File: src/rtl/if_stage.sv
// Instruction fetch: owns the PC, issues one imem request at a time, fills the IF/ID register.
// Latency: grant in cycle N, response in N+1, IF_ID_vld from N+2 (one instruction per two cycles).
// Backpressure: ID_stall parks an early response in a one-entry hold buffer; redirects flush and drain stale responses.
module if_stage #(
    parameter logic [31:0] RESET_PC = 32'h0000_0000,
    parameter logic [31:0] NOP_INST = 32'h0000_0013
) (
    input  logic        clk,
    input  logic        rst,
    input  logic        ID_stall,
    input  logic        EX_redirect,
    input  logic [31:0] EX_redirect_pc,
    input  logic        Imem_req_rdy,
    input  logic        Imem_rsp_vld,
    input  logic [31:0] Imem_rsp_data,
    output logic        proc2Imem_req,
    output logic [31:0] proc2Imem_addr,
    output logic [31:0] IF_ID_pc,
    output logic [31:0] IF_ID_inst,
    output logic        IF_ID_vld
);

    typedef enum logic [1:0] {S_FETCH, S_WAIT, S_HOLD, S_DRAIN} state_t;

    state_t      state_q, state_d;
    logic [31:0] pc_q, pc_d;
    logic [31:0] hold_pc_q, hold_pc_d;
    logic [31:0] hold_inst_q, hold_inst_d;
    logic [31:0] id_pc_q, id_pc_d;
    logic [31:0] id_inst_q, id_inst_d;
    logic        id_vld_q, id_vld_d;
    logic        load;
    logic [31:0] redirect_pc;
    logic        unused_redirect_lsbs;

    assign redirect_pc          = {EX_redirect_pc[31:2], 2'b00};
    assign unused_redirect_lsbs = ^EX_redirect_pc[1:0];

    // A bubble in IF/ID can always be overwritten, even while decode stalls.
    assign load = !ID_stall || !id_vld_q;

    always_comb begin
        state_d     = state_q;
        pc_d        = pc_q;
        hold_pc_d   = hold_pc_q;
        hold_inst_d = hold_inst_q;
        id_pc_d     = id_pc_q;
        id_inst_d   = id_inst_q;
        id_vld_d    = ID_stall ? id_vld_q : 1'b0;

        case (state_q)
            S_FETCH: begin
                if (Imem_req_rdy) state_d = S_WAIT;
            end
            S_WAIT: begin
                if (Imem_rsp_vld) begin
                    pc_d = pc_q + 32'd4;
                    if (load) begin
                        id_pc_d   = pc_q;
                        id_inst_d = Imem_rsp_data;
                        id_vld_d  = 1'b1;
                        state_d   = S_FETCH;
                    end else begin
                        hold_pc_d   = pc_q;
                        hold_inst_d = Imem_rsp_data;
                        state_d     = S_HOLD;
                    end
                end
            end
            S_HOLD: begin
                if (!ID_stall) begin
                    id_pc_d   = hold_pc_q;
                    id_inst_d = hold_inst_q;
                    id_vld_d  = 1'b1;
                    state_d   = S_FETCH;
                end
            end
            S_DRAIN: begin
                if (Imem_rsp_vld) state_d = S_FETCH;
            end
            default: state_d = S_FETCH;
        endcase

        // Redirect overrides everything above; a same-cycle response belongs to the old path.
        if (EX_redirect) begin
            pc_d      = redirect_pc;
            id_pc_d   = id_pc_q;
            id_inst_d = id_inst_q;
            id_vld_d  = 1'b0;
            case (state_q)
                S_FETCH: state_d = Imem_req_rdy ? S_DRAIN : S_FETCH;
                S_WAIT:  state_d = Imem_rsp_vld ? S_FETCH : S_DRAIN;
                S_HOLD:  state_d = S_FETCH;
                S_DRAIN: state_d = Imem_rsp_vld ? S_FETCH : S_DRAIN;
                default: state_d = S_FETCH;
            endcase
        end
    end

    always_ff @(posedge clk) begin
        if (rst) begin
            state_q     <= S_FETCH;
            pc_q        <= RESET_PC;
            hold_pc_q   <= RESET_PC;
            hold_inst_q <= NOP_INST;
            id_pc_q     <= RESET_PC;
            id_inst_q   <= NOP_INST;
            id_vld_q    <= 1'b0;
        end else begin
            state_q     <= state_d;
            pc_q        <= pc_d;
            hold_pc_q   <= hold_pc_d;
            hold_inst_q <= hold_inst_d;
            id_pc_q     <= id_pc_d;
            id_inst_q   <= id_inst_d;
            id_vld_q    <= id_vld_d;
        end
    end

    assign proc2Imem_req  = (state_q == S_FETCH) && !rst;
    assign proc2Imem_addr = pc_q;
    assign IF_ID_pc       = id_pc_q;
    assign IF_ID_inst     = id_inst_q;
    assign IF_ID_vld      = id_vld_q;

endmodule

File: config.mk
export PLATFORM = sky130hd
export DESIGN_NAME = if_stage
export DESIGN_NICKNAME = d
export VERILOG_FILES = /design/src/rtl/if_stage.sv
export SDC_FILE = /design/constraint.sdc
export NUM_CORES = 1
export LEC_CHECK = 0
export ABC_AREA = 1
export BUFFER_PORTS_ARGS = -buffer_cell sky130_fd_sc_hd__buf_4
export CAP_MARGIN = 20
export CORE_AREA = 2 2 122 124
export DETAILED_ROUTE_END_ITERATION = 10
export DIE_AREA = 0 0 124 126
export MAX_ROUTING_LAYER = met4
export PLACE_DENSITY = 0.74
export SLEW_MARGIN = 20
export SYNTH_ARGS = -nofsm -noshare
export SYNTH_HDL_FRONTEND = slang
export SYNTH_SLANG_ARGS = --single-unit
File: constraint.sdc
create_clock -name clk -period 4.45 [get_ports clk]
set_input_delay 1.335 -clock clk [delete_from_list [all_inputs] [get_ports clk]]
set_output_delay 1.335 -clock clk [all_outputs]
set_load 0.02 [all_outputs]
==> metrics, run 1 <==
Post-Layout Cell Count=1,315; number of distinct library cell variants in the gate-level netlist after synthesis=32; Achievable Freq=0.3081 GHz; # H-tree levels=4; MaxCap Viol Count=0; GRT Util Overall=25.48%; share of the core filled with cells=62.01%; endpoint with the worst hold slack=IF_ID_inst[23]; initial antenna violation count=0; adder-cell area share of the yosys netlist=1.064%; number of cells on the worst hold path=2; slowest stage cell on the critical path=buf_4; reg-to-reg slack, setup=2.15 ns; number of buffers inserted by post-CTS setup repair=0; internal power=2.584 mW; number of DRC markers after the initial detailed-route iteration=536; total CTS buffers=17; cell family contributing the most delay on the critical path=buffers and inverters; Compound-Gate Fraction of Synth Area=22.16%; CTS tree=built; summed area of non-filler cells in the final layout=8876 um^2; critical path type=input port to output pin; GRT Residual Overflow=0; final-layout worst hold slack=0.4661 ns; share of total power in the clock network=40.5%; post-detailed-route wirelength per cell=14.70 um; cells traversed along the worst timing path=buf_4 > nor2_1 > buf_4; clock root buffer=clkbuf_16; NetSw=1.010 mW; beginning of the worst hold path=hold_inst_q[23]; CP startpoint kind=input port; total count of max-transition violations in the final report=0; global-route wire length before repair=30,550 um; depth of the worst register-to-register path=9; result of the run=completed; starting utilization of the core area=49.27%; slew at the pin closest to its max-slew limit=0.9134 ns; buffer levels on the longest clock path=2; Synth Cell Area=7053 um^2; Sequential Power Share=43.4%; Clk pin slew, worst setup/hold paths=0.06 ns; combinational power share=16.1%; post-route setup TNS=0 ns; post-detailed-route via-to-cell ratio=5.294; most common cell type on the critical path=buf_4; flip-flop and latch area=3143 um^2; mean post-synth cell area=7.096 um^2; total number of nets in the final design=1,194; count of nets left with antenna violations after detail routing=0; final worst path period share=72.93%; clock tree skew after final layout=0.007359 ns; count of instances resized after the clock tree is built=0; Worst slew margin=39.04%; Min Clock Period, post-route=3.245 ns; highest net fanout along the worst path=31; terminus of the critical flop-to-flop path=proc2Imem_addr[11]; share of post-route cells with drive strength above 1=20.42%; Final Hold Viols=0; net switching share of the total power=28.11%; DR vias=6,962; drt drc=0; leakage power figure=3.918 nW; pin count of the biggest net entering global routing=68; area taken by multi-input logic gates=3342 um^2; layout-stage area growth over the synthesis result=25.85%; Detail Placement HPWL=13,090 um; highest cell delay on the worst timing path=0.31 ns; unrepaired setup endpoints after global routing=no; Cell Count Post-Placement=1,283; Yosys warnings=0; width of the die=124 um; via count of the first global-routing pass=6,192; overall routed net length=19,330 um; GPL Wtd Cong=0.9290; Post-Synth XOR/XNOR Area=0.7451%; Core Area=14,310 um^2; CP Capture Type=output pin; Antenna diodes=0; ratio of total power to cell area=404.9 nW/um^2; # fillers=1,337; number of detailed-route iterations in the first pass=5; simple-gate share of the synthesized area=23.10%; clock latency at the later pin of the worst-skew pair=0.42 ns; Total Die Area=15,620 um^2; Post-CTS Hold Fix Bufs=0; overall die height=126 um; multiplexer share of the synthesized area=0%; endpoint required time on the critical path=3.12 ns; area post-placement=8283 um^2; I/O pin count=168; critical path arrival=1.91 ns; CTS sink count=157; count of input and output buffers=161; combined buffer and inverter count along the critical path=2; dominant combinational cell family by area after synthesis=simple AND/OR/NAND/NOR gates; post-synthesis sequential area ratio=44.56%; worst ir drop on vdd=309.7 uV; Cells after Synth=994; reg2reg start=state_q[1]; number of rows in the core area=44; flop and latch count out of synthesis=157; final setup violating endpoints=0; min-delay worst type=register to register
==> metal layers <==
| metal | global-route usage [%] | up-vias | share of wire, % |
|---|---|---|---|
| li1 | - | 3549 | - |
| met1 | 32.01 | 3164 | 44 |
| met2 | 40.63 | 218 | 48 |
| met3 | 5.027 | 31 | 5.8 |
| met4 | 9.187 | 0 | 2.1 |
| met5 | - | - | 0 |
==> cell usage in the layout (no fill, tap or decap), drive strengths merged, types with 4 or more instances in the layout <==
cell type	Yosys	routed
a31oi	49	49
clkbuf	37	20
inv	69	72
conb	1	4
xor2	4	4
ha	6	6
a21oi	95	95
nor2	141	141
o211ai	7	7
buf	32	171
nand2	201	201
o21ai	140	140
nand3	42	42
nor3	4	4
clkinv	0	5
dfxtp	157	157
==> how the worst max path moves through the flow <==
stage	start	end	depth (start not counted)
2_1_floorplan	rst	proc2Imem_req	3
4_1_cts	rst	proc2Imem_req	3
3_3_place_gp	rst	proc2Imem_req	3
3_5_place_dp	rst	proc2Imem_req	3
5_1_grt	rst	proc2Imem_req	3
6_report	rst	proc2Imem_req	3
==> worst min-delay path: stages, from the launching register on <==
cell and delay (ns):
dfxtp_1 0.31, nand2_1 0.05, a31oi_1 0.07
==> area by class of cell <==
class,count,share of cell area (%)
well taps,184,2.594
flip-flops and latches,157,35.41
clock inverters,12,1.537
inverters,69,2.918
multi-input cells,702,37.65
clock buffers,20,5.145
repair buffers,171,14.74
==> synthesized netlist by cell type, drive strengths merged <==
cell	instances	share of area, %
nand2	201	11
dfxtp	157	45
nor2	141	8.5
o21ai	140	9.9
a21oi	95	6.8
inv	69	3.7
a31oi	49	4.3
nand3	42	3.0
clkbuf	37	2.0
buf	32	2.7
o211ai	7	0.75
ha	6	1.1
nor3	4	0.28
xor2	4	0.50
a22oi	2	0.21
nand4	2	0.18
xnor2	2	0.25
a2111oi	1	0.12
and2	1	0.089
conb	1	0.053
or2	1	0.089
==> state kept, by name (all words and copies together), names as in the netlist <==
signal,count
hold_pc_q,30
proc2Imem_addr,30
IF_ID_inst,32
IF_ID_pc,30
hold_inst_q,32
state_q,2
IF_ID_vld,1
==> stage by stage <==
| step | setup WS (ns) | total power [mW] |
|---|---|---|
| 2_1_floorplan | 1.041 | 1.922 |
| 3_3_place_gp | 1.204 | 2.161 |
| 3_5_place_dp | 1.207 | 2.168 |
| 4_1_cts | 1.205 | 3.616 |
| 5_1_grt | 1.145 | 3.742 |
| 6_report | 1.205 | 3.594 |
==> cell families (layout without fill, tap and decap cells) <==
group | Yosys count | after routing
AO/OA/AOI/OAI | 294 | 294
XOR/XNOR | 6 | 6
adder cells (fa/ha/maj) | 6 | 6
buffers and inverters | 138 | 272
flip-flops | 157 | 157
other | 1 | 4
AND/OR/NAND/NOR | 392 | 392
==> power by group through the flow <==
stage	clock network, mW	logic, mW	registers (mW)
global route	1.54	0.634	1.57
detailed placement	0	0.579	1.59
floorplan	0	0.248	1.67
global placement	0	0.574	1.59
finish	1.46	0.578	1.56
CTS	1.48	0.582	1.56
No activity file was read; power rests on OpenSTA's default activity.
==> run 2: changes to the inputs <==
--- a/config.mk
+++ b/config.mk
@@ -8,11 +8,11 @@
 export ABC_AREA = 1
 export BUFFER_PORTS_ARGS = -buffer_cell sky130_fd_sc_hd__buf_4
 export CAP_MARGIN = 20
-export CORE_AREA = 2 2 122 124
+export CORE_AREA = 2 2 123 125
 export DETAILED_ROUTE_END_ITERATION = 10
-export DIE_AREA = 0 0 124 126
+export DIE_AREA = 0 0 125 127
 export MAX_ROUTING_LAYER = met4
-export PLACE_DENSITY = 0.74
+export PLACE_DENSITY = 0.76
 export SLEW_MARGIN = 20
 export SYNTH_ARGS = -nofsm -noshare
 export SYNTH_HDL_FRONTEND = slang
==> constraint.sdc (replaced) <==
create_clock -name clk -period 2.7 [get_ports clk]
set_input_delay 0.81 -clock clk [delete_from_list [all_inputs] [get_ports clk]]
set_output_delay 0.81 -clock clk [all_outputs]
set_load 0.02 [all_outputs]
==> run 2 against run 1 <==
- sequential power up 65%
- wire length down 0.27%
- critical endpoint unchanged
- clock-buffer cell count up 3
- critical path type is now register to output pin
- first-iteration DRC count down 6.3%
- clock power up 57%
- worst setup slack worse by 0.72 ns
==> metrics, run 2 (same netlist as run 1, synthesis figures left out) <==
initial antenna violation count=0 (unchanged); Final Hold Viols=0 (unchanged); clock latency at the later pin of the worst-skew pair=0.43 ns (about the same); unrepaired setup endpoints after global routing=no; Post-Layout Cell Count=1,322 (+0.53%); Antenna diodes=0 (unchanged); worst ir drop on vdd=486.1 uV (+57%); Detail Placement HPWL=13,140 um (+0.43%); flip-flop and latch area=3143 um^2 (unchanged); total CTS buffers=17 (unchanged); GRT Residual Overflow=0 (unchanged); MaxCap Viol Count=0 (unchanged); Core Area=14,420 um^2 (+0.77%); commonest non-fill, non-tap cells in the layout=nand2_1, buf_4, dfxtp_1; DR vias=6,941 (-0.30%); summed area of non-filler cells in the final layout=8925 um^2 (+0.55%); critical path arrival=1.41 ns (-0.50 ns); min-delay worst type=register to register; # H-tree levels=4 (unchanged); NetSw=1.642 mW (+63%); CTS sink count=157 (unchanged); Sequential Power Share=44.0% (+0.6 points); I/O pin count=168 (unchanged); Cell Count Post-Placement=1,290 (+0.55%); pin count of the biggest net entering global routing=85 (+25%); number of buffers inserted by post-CTS setup repair=0 (unchanged); post-route setup TNS=0 ns (unchanged); Total Die Area=15,880 um^2 (+1.6%); Post-CTS Hold Fix Bufs=0 (unchanged); count of instances resized after the clock tree is built=0 (unchanged); GRT Util Overall=24.99% (-0.50 points); overall routed net length=19,270 um (-0.27%); width of the die=125 um (+0.81%); count of input and output buffers=161 (unchanged); layout-stage area growth over the synthesis result=26.54%; endpoint required time on the critical path=1.89 ns (-1.23 ns); Worst slew margin=40.29% (+1.3 points); CP Capture Type=output pin; Achievable Freq=0.4505 GHz; clock tree skew after final layout=0.009691 ns (+0.002332 ns); starting utilization of the core area=48.90% (-0.38 points); area post-placement=8361 um^2 (+0.94%); slew at the pin closest to its max-slew limit=0.8956 ns (-0.01775 ns); ratio of total power to cell area=654.2 nW/um^2 (+62%); post-detailed-route wirelength per cell=14.58 um (-0.80%); Min Clock Period, post-route=2.220 ns; most common cell after layout, fill and taps aside=nand2_1; final setup violating endpoints=0 (unchanged); drt drc=0 (unchanged); clock root buffer=clkbuf_16; share of post-route cells with drive strength above 1=20.74% (+0.31 points); highest net fanout along the worst path=4 (-87%); combinational power share=16.7% (+0.6 points); buffer levels on the longest clock path=2 (unchanged); net switching share of the total power=28.12% (about the same); internal power=4.197 mW (+62%); via count of the first global-routing pass=6,385 (+3.1%); critical path type=register to output pin; leakage power figure=3.947 nW (+0.75%); number of DRC markers after the initial detailed-route iteration=502 (-6.3%); met2 Resource Use GR=40.76% (+0.13 points); share of the core filled with cells=61.88% (-0.14 points); GRT met3 Usage=4.062% (-0.97 points); post-detailed-route via-to-cell ratio=5.250 (-0.83%); share of total power in the clock network=39.3% (-1.2 points); total count of max-transition violations in the final report=0 (unchanged); area taken by multi-input logic gates=3342 um^2 (unchanged); count of nets left with antenna violations after detail routing=0 (unchanged); GPL Wtd Cong=0.9033 (-2.8%); CP startpoint kind=register; result of the run=completed; layer carrying the most global-route usage=met2; number of detailed-route iterations in the first pass=5 (unchanged); number of rows in the core area=44 (unchanged); # fillers=1,356 (+1.4%); final worst path period share=82.21%; total number of nets in the final design=1,201 (+0.59%); overall die height=127 um (+0.79%); overall power consumption=5.839 mW (+62%); global-route wire length before repair=31,580 um (+3.4%); Clk pin slew, worst setup/hold paths=0.06 ns (about the same); Global Route met1 Usage=31.38% (-0.62 points); CTS tree=built
==> run 2: power by group through the flow <==
stage / registers, mW / clock network, mW / logic, mW
final: 2.57 / 2.29 / 0.977
after CTS: 2.57 / 2.31 / 0.984
after floorplan: 2.76 / 0 / 0.408
after global placement: 2.61 / 0 / 0.965
after global routing: 2.59 / 2.41 / 1.07
after detailed placement: 2.61 / 0 / 0.979
==> run 2: stage by stage <==
step / worst slack, ns / hold slack (ns)
after floorplan: 0.3412 / 0.4465
after global placement: 0.5055 / 0.4537
after detailed placement: 0.4932 / 0.4583
after CTS: 0.4594 / 0.4680
after global routing: 0.4077 / 0.4874
final: 0.4804 / 0.4646
==> run 2: cell type report <==
cell class,instances,share of cell area (%)
multi-input cells,702,37.45
inverters,69,2.902
clock buffers,23,5.355
well taps,184,2.580
clock inverters,9,0.9673
repair buffers,178,15.53
flip-flops and latches,157,35.22
==> run 2: final timing paths <==
path	start	cells after the start	slack (ns)	end
worst min-delay path	hold_pc_q[3]	2	0.46	IF_ID_pc[3]
worst max-delay path	state_q[0]	5	0.48	proc2Imem_req
worst max register to register	state_q[0]	7	0.70	IF_ID_vld
worst min register to register	hold_pc_q[3]	2	0.46	IF_ID_pc[3]
==> run 2: critical path, stage by stage (launching register included) <==
cell	delay (ns)
dfxtp_1	0.35
inv_1	0.10
ha_1	0.24
inv_1	0.09
nor2_1	0.04
buf_4	0.17
==> run 2: metal layers <==
layer	wire length, um	vias up
met5	0	-
met4	412	0
met3	1305	31
met2	9148	238
met1	8408	3127
li1	-	3545
==> run 3: changes to the inputs <==
==> config.mk (replaced) <==
export PLATFORM = sky130hd
export DESIGN_NAME = if_stage
export DESIGN_NICKNAME = d
export VERILOG_FILES = /design/src/rtl/if_stage.sv
export SDC_FILE = /design/constraint.sdc
export NUM_CORES = 1
export LEC_CHECK = 0
export ABC_AREA = 0
export BUFFER_PORTS_ARGS = -buffer_cell sky130_fd_sc_hd__buf_4
export CAP_MARGIN = 20
export CORE_AREA = 2 2 122 124
export DETAILED_ROUTE_END_ITERATION = 10
export DIE_AREA = 0 0 124 126
export MAX_ROUTING_LAYER = met4
export PLACE_DENSITY = 0.74
export SLEW_MARGIN = 20
export SYNTH_ARGS = -nofsm -noshare
export SYNTH_HDL_FRONTEND = slang
export SYNTH_SLANG_ARGS = --single-unit
==> constraint.sdc (replaced) <==
create_clock -name clk -period 2.1 [get_ports clk]
set_input_delay 0.63 -clock clk [delete_from_list [all_inputs] [get_ports clk]]
set_output_delay 0.63 -clock clk [all_outputs]
set_load 0.02 [all_outputs]
==> run 3 against run 2 <==
- sequential power increased by 28%
- clock-buffer cell count did not move
- synthesized cell count is 17% lower
- final cell count fell by 11%
- via count decreased by 6.9%
- global-route usage down 0.56 points
- clock skew decreased by 0.0023 ns
- non-clock buffer count is 35 higher
- total power up 38%
- first-iteration DRC count shrank 5.6%
- clock power rose by 46%
==> metrics, run 3 <==
slew at the pin closest to its max-slew limit=0.5747 ns (-0.3209 ns); commonest non-fill, non-tap cells in the layout=buf_4, dfxtp_1, nand2_1; number of DRC markers after the initial detailed-route iteration=474 (-5.6%); buffer levels on the longest clock path=2 (unchanged); number of rows in the core area=44 (unchanged); most frequently used cell type in the post-synthesis netlist=dfxtp_1; overall routed net length=18,580 um (-3.6%); GPL Wtd Cong=0.8829 (-2.3%); Synth Cell Area=7035 um^2 (-0.25%); Cell Count Post-Placement=1,149 (-11%); highest cell delay on the worst timing path=0.32 ns (-0.03 ns); top cell type's share of synthesized area=44.67% (+0.11 points); Antenna diodes=0 (unchanged); count of input and output buffers=161 (unchanged); Core Area=14,310 um^2 (-0.76%); total number of nets in the final design=1,064 (-11%); clock tree skew after final layout=0.007342 ns (-0.002349 ns); final worst path period share=95.75%; post-synth top area cell=dfxtp_1; Detail Placement HPWL=12,210 um (-7.1%); GRT Residual Overflow=0 (unchanged); final setup violating endpoints=0 (unchanged); ratio of total power to cell area=856.7 nW/um^2 (+31%); global-route wire length before repair=29,440 um (-6.8%); Min Clock Period, post-route=2.011 ns; number of flops mapped to enable cells by yosys=0 (unchanged); total count of max-transition violations in the final report=0 (unchanged); highest net fanout along the worst path=4 (unchanged); CTS sink count=157 (unchanged); total CTS buffers=17 (unchanged); slowest stage cell on the critical path=dfxtp_1; MaxCap Viol Count=0 (unchanged); count of nets left with antenna violations after detail routing=0 (unchanged); CP startpoint kind=register; list of most frequent post-synthesis cells=dfxtp_1, nand2_1, nor2_1; result of the run=completed; drt drc=0 (unchanged); leakage power figure=3.550 nW (-10%); most area-consuming cells after synthesis=dfxtp_1, mux2i_1, nand2_1; worst ir drop on vdd=589.5 uV (+21%); post-detailed-route wirelength per cell=15.70 um (+7.7%); Clk pin slew, worst setup/hold paths=0.06 ns (about the same); unrepaired setup endpoints after global routing=yes; Achievable Freq=0.4973 GHz; Yosys warnings=0 (unchanged); clock root buffer=clkbuf_16; Post-CTS Hold Fix Bufs=0 (unchanged); CP Capture Type=output pin; mean post-synth cell area=8.507 um^2 (+20%); post-synthesis sequential area ratio=44.67% (+0.11 points); pin count of the biggest net entering global routing=64 (-25%); post-route setup TNS=0 ns (unchanged); critical path arrival=1.38 ns (-0.03 ns); # H-tree levels=4 (unchanged); post-detailed-route via-to-cell ratio=5.465 (+4.1%); overall die height=126 um (-0.79%); most common cell after layout, fill and taps aside=buf_4; width of the die=124 um (-0.80%); DR vias=6,465 (-6.9%); most common cell type on the critical path=buf_4; via count of the first global-routing pass=5,940 (-7.0%); cells traversed along the worst timing path=inv_1 > buf_4 > ha_4 > nor2b_1 > buf_4; Post-synth ARST share=0% (unchanged); Worst slew margin=61.68% (+21 points); number of detailed-route iterations in the first pass=5 (unchanged); flip-flop cell with the highest count after synthesis=dfxtp_1; Post-Layout Cell Count=1,183 (-11%); Total Die Area=15,620 um^2 (-1.6%); GRT Util Overall=24.43% (-0.56 points); flop and latch count out of synthesis=157 (unchanged); critical path type=register to output pin; CTS tree=built; min-delay worst type=input port to register; number of cells on the worst hold path=3 (+1); Final Hold Viols=0 (unchanged); initial antenna violation count=0 (unchanged); I/O pin count=168 (unchanged); depth of the worst register-to-register path=4 (-3); number of distinct library cell variants in the gate-level netlist after synthesis=54 (+69%); starting utilization of the core area=49.15% (+0.25 points); endpoint required time on the critical path=1.47 ns (-0.42 ns); clock latency at the later pin of the worst-skew pair=0.42 ns (about the same); Cells after Synth=827 (-17%); share of post-route cells with drive strength above 1=26.83% (+6.1 points); layout-stage area growth over the synthesis result=33.38%
## run 3: changes by cell type after synthesis, moves of 15 or more
cell      previous run  this run
inv_1               64        11
nand2_1            195       149
a21oi_1             94        68
nand3_1             42        16
buf_2               21         6
a31oi_1             49         2
mux2i_1              0        60
o21ai_0            130         9
nor2_1             127        86
a211oi_1             0        71
## run 3: through the flow
stage | total power, mW | worst slack, ns | hold slack, ns | util, % | cell area [um^2]
floorplan | 4.103 | 0.01006 | 0.4321 | - | 7047
global placement | 4.672 | 0.1099 | 0.4411 | 60.08 | 8600
detailed placement | 4.689 | 0.001994 | 0.4461 | 60.08 | 8600
CTS | 8.020 | 0.007025 | 0.4238 | 64.56 | 9241
global route | 8.349 | -0.04926 | 0.4260 | 65.56 | 9384
finish | 8.040 | 0.08926 | 0.4360 | 65.56 | 9384
## run 3: final timing paths
path	startpoint	slack, ns	endpoint
max reg2reg	proc2Imem_addr[8]	0.11	proc2Imem_addr[24]
min	Imem_rsp_data[4]	0.44	hold_inst_q[4]
max	state_q[1]	0.09	proc2Imem_req
min reg2reg	hold_inst_q[31]	0.45	hold_inst_q[31]
## run 3: where the power goes
part	leakage [nW]	internal, mW	total (mW)	switching (mW)
Clock	0.313	2.19	3.35	1.17
Combinational	1.96	0.647	1.41	0.760
Sequential	1.28	3.15	3.28	0.127
## run 3: worst max-delay path: cells and delay by family (launching register included)
| kind | cells | cell delay, ns |
|---|---|---|
| flip-flops | 1 | 0.32 |
| adder cells (fa/ha/maj) | 1 | 0.17 |
| buffers and inverters | 3 | 0.35 |
| AND/OR/NAND/NOR | 1 | 0.12 |
## run 3: routing by layer
metal / global-route usage (%) / up-vias / share of wire, %
met4: 8.592 / 0 / 1.9
met3: 4.303 / 26 / 4.4
met2: 36.85 / 159 / 47
met5: - / - / 0
li1: - / 3239 / -
met1: 32.95 / 3041 / 46
## run 3: cells by family (layout without fill, tap and decap cells)
| kind of cell | after synthesis | after routing | synth area share (%) |
|---|---|---|---|
| AOI/OAI and AO/OA | 184 | 184 | 17.46 |
| adders and majority gates | 6 | 6 | 1.067 |
| buffers and inverters | 85 | 254 | 5.620 |
| other | 1 | 4 | 0.05330 |
| DFF | 157 | 157 | 44.67 |
| and+or+nand+nor | 320 | 320 | 20.74 |
| xor gates and xnor gates | 11 | 11 | 1.369 |
| muxes | 63 | 63 | 9.017 |
## run 3: area by class of cell
cell class                 instances  area, um^2
multi-input combinational        588        3601
fill                            1197        4930
timing repair buffer             213        1729
clock buffer                      23       478.0
tap                              184       230.2
sequential                       157        3144
clock inverter                     7       160.2
inverter                          11       41.29
## run 3: timing repair
action | CTS | global route
gates cloned | 0 | 2
pin swaps | 0 | 1
setup buffers | 0 | 2
resized for setup | 2 | 15
setup endpoints to repair | 3 | 52
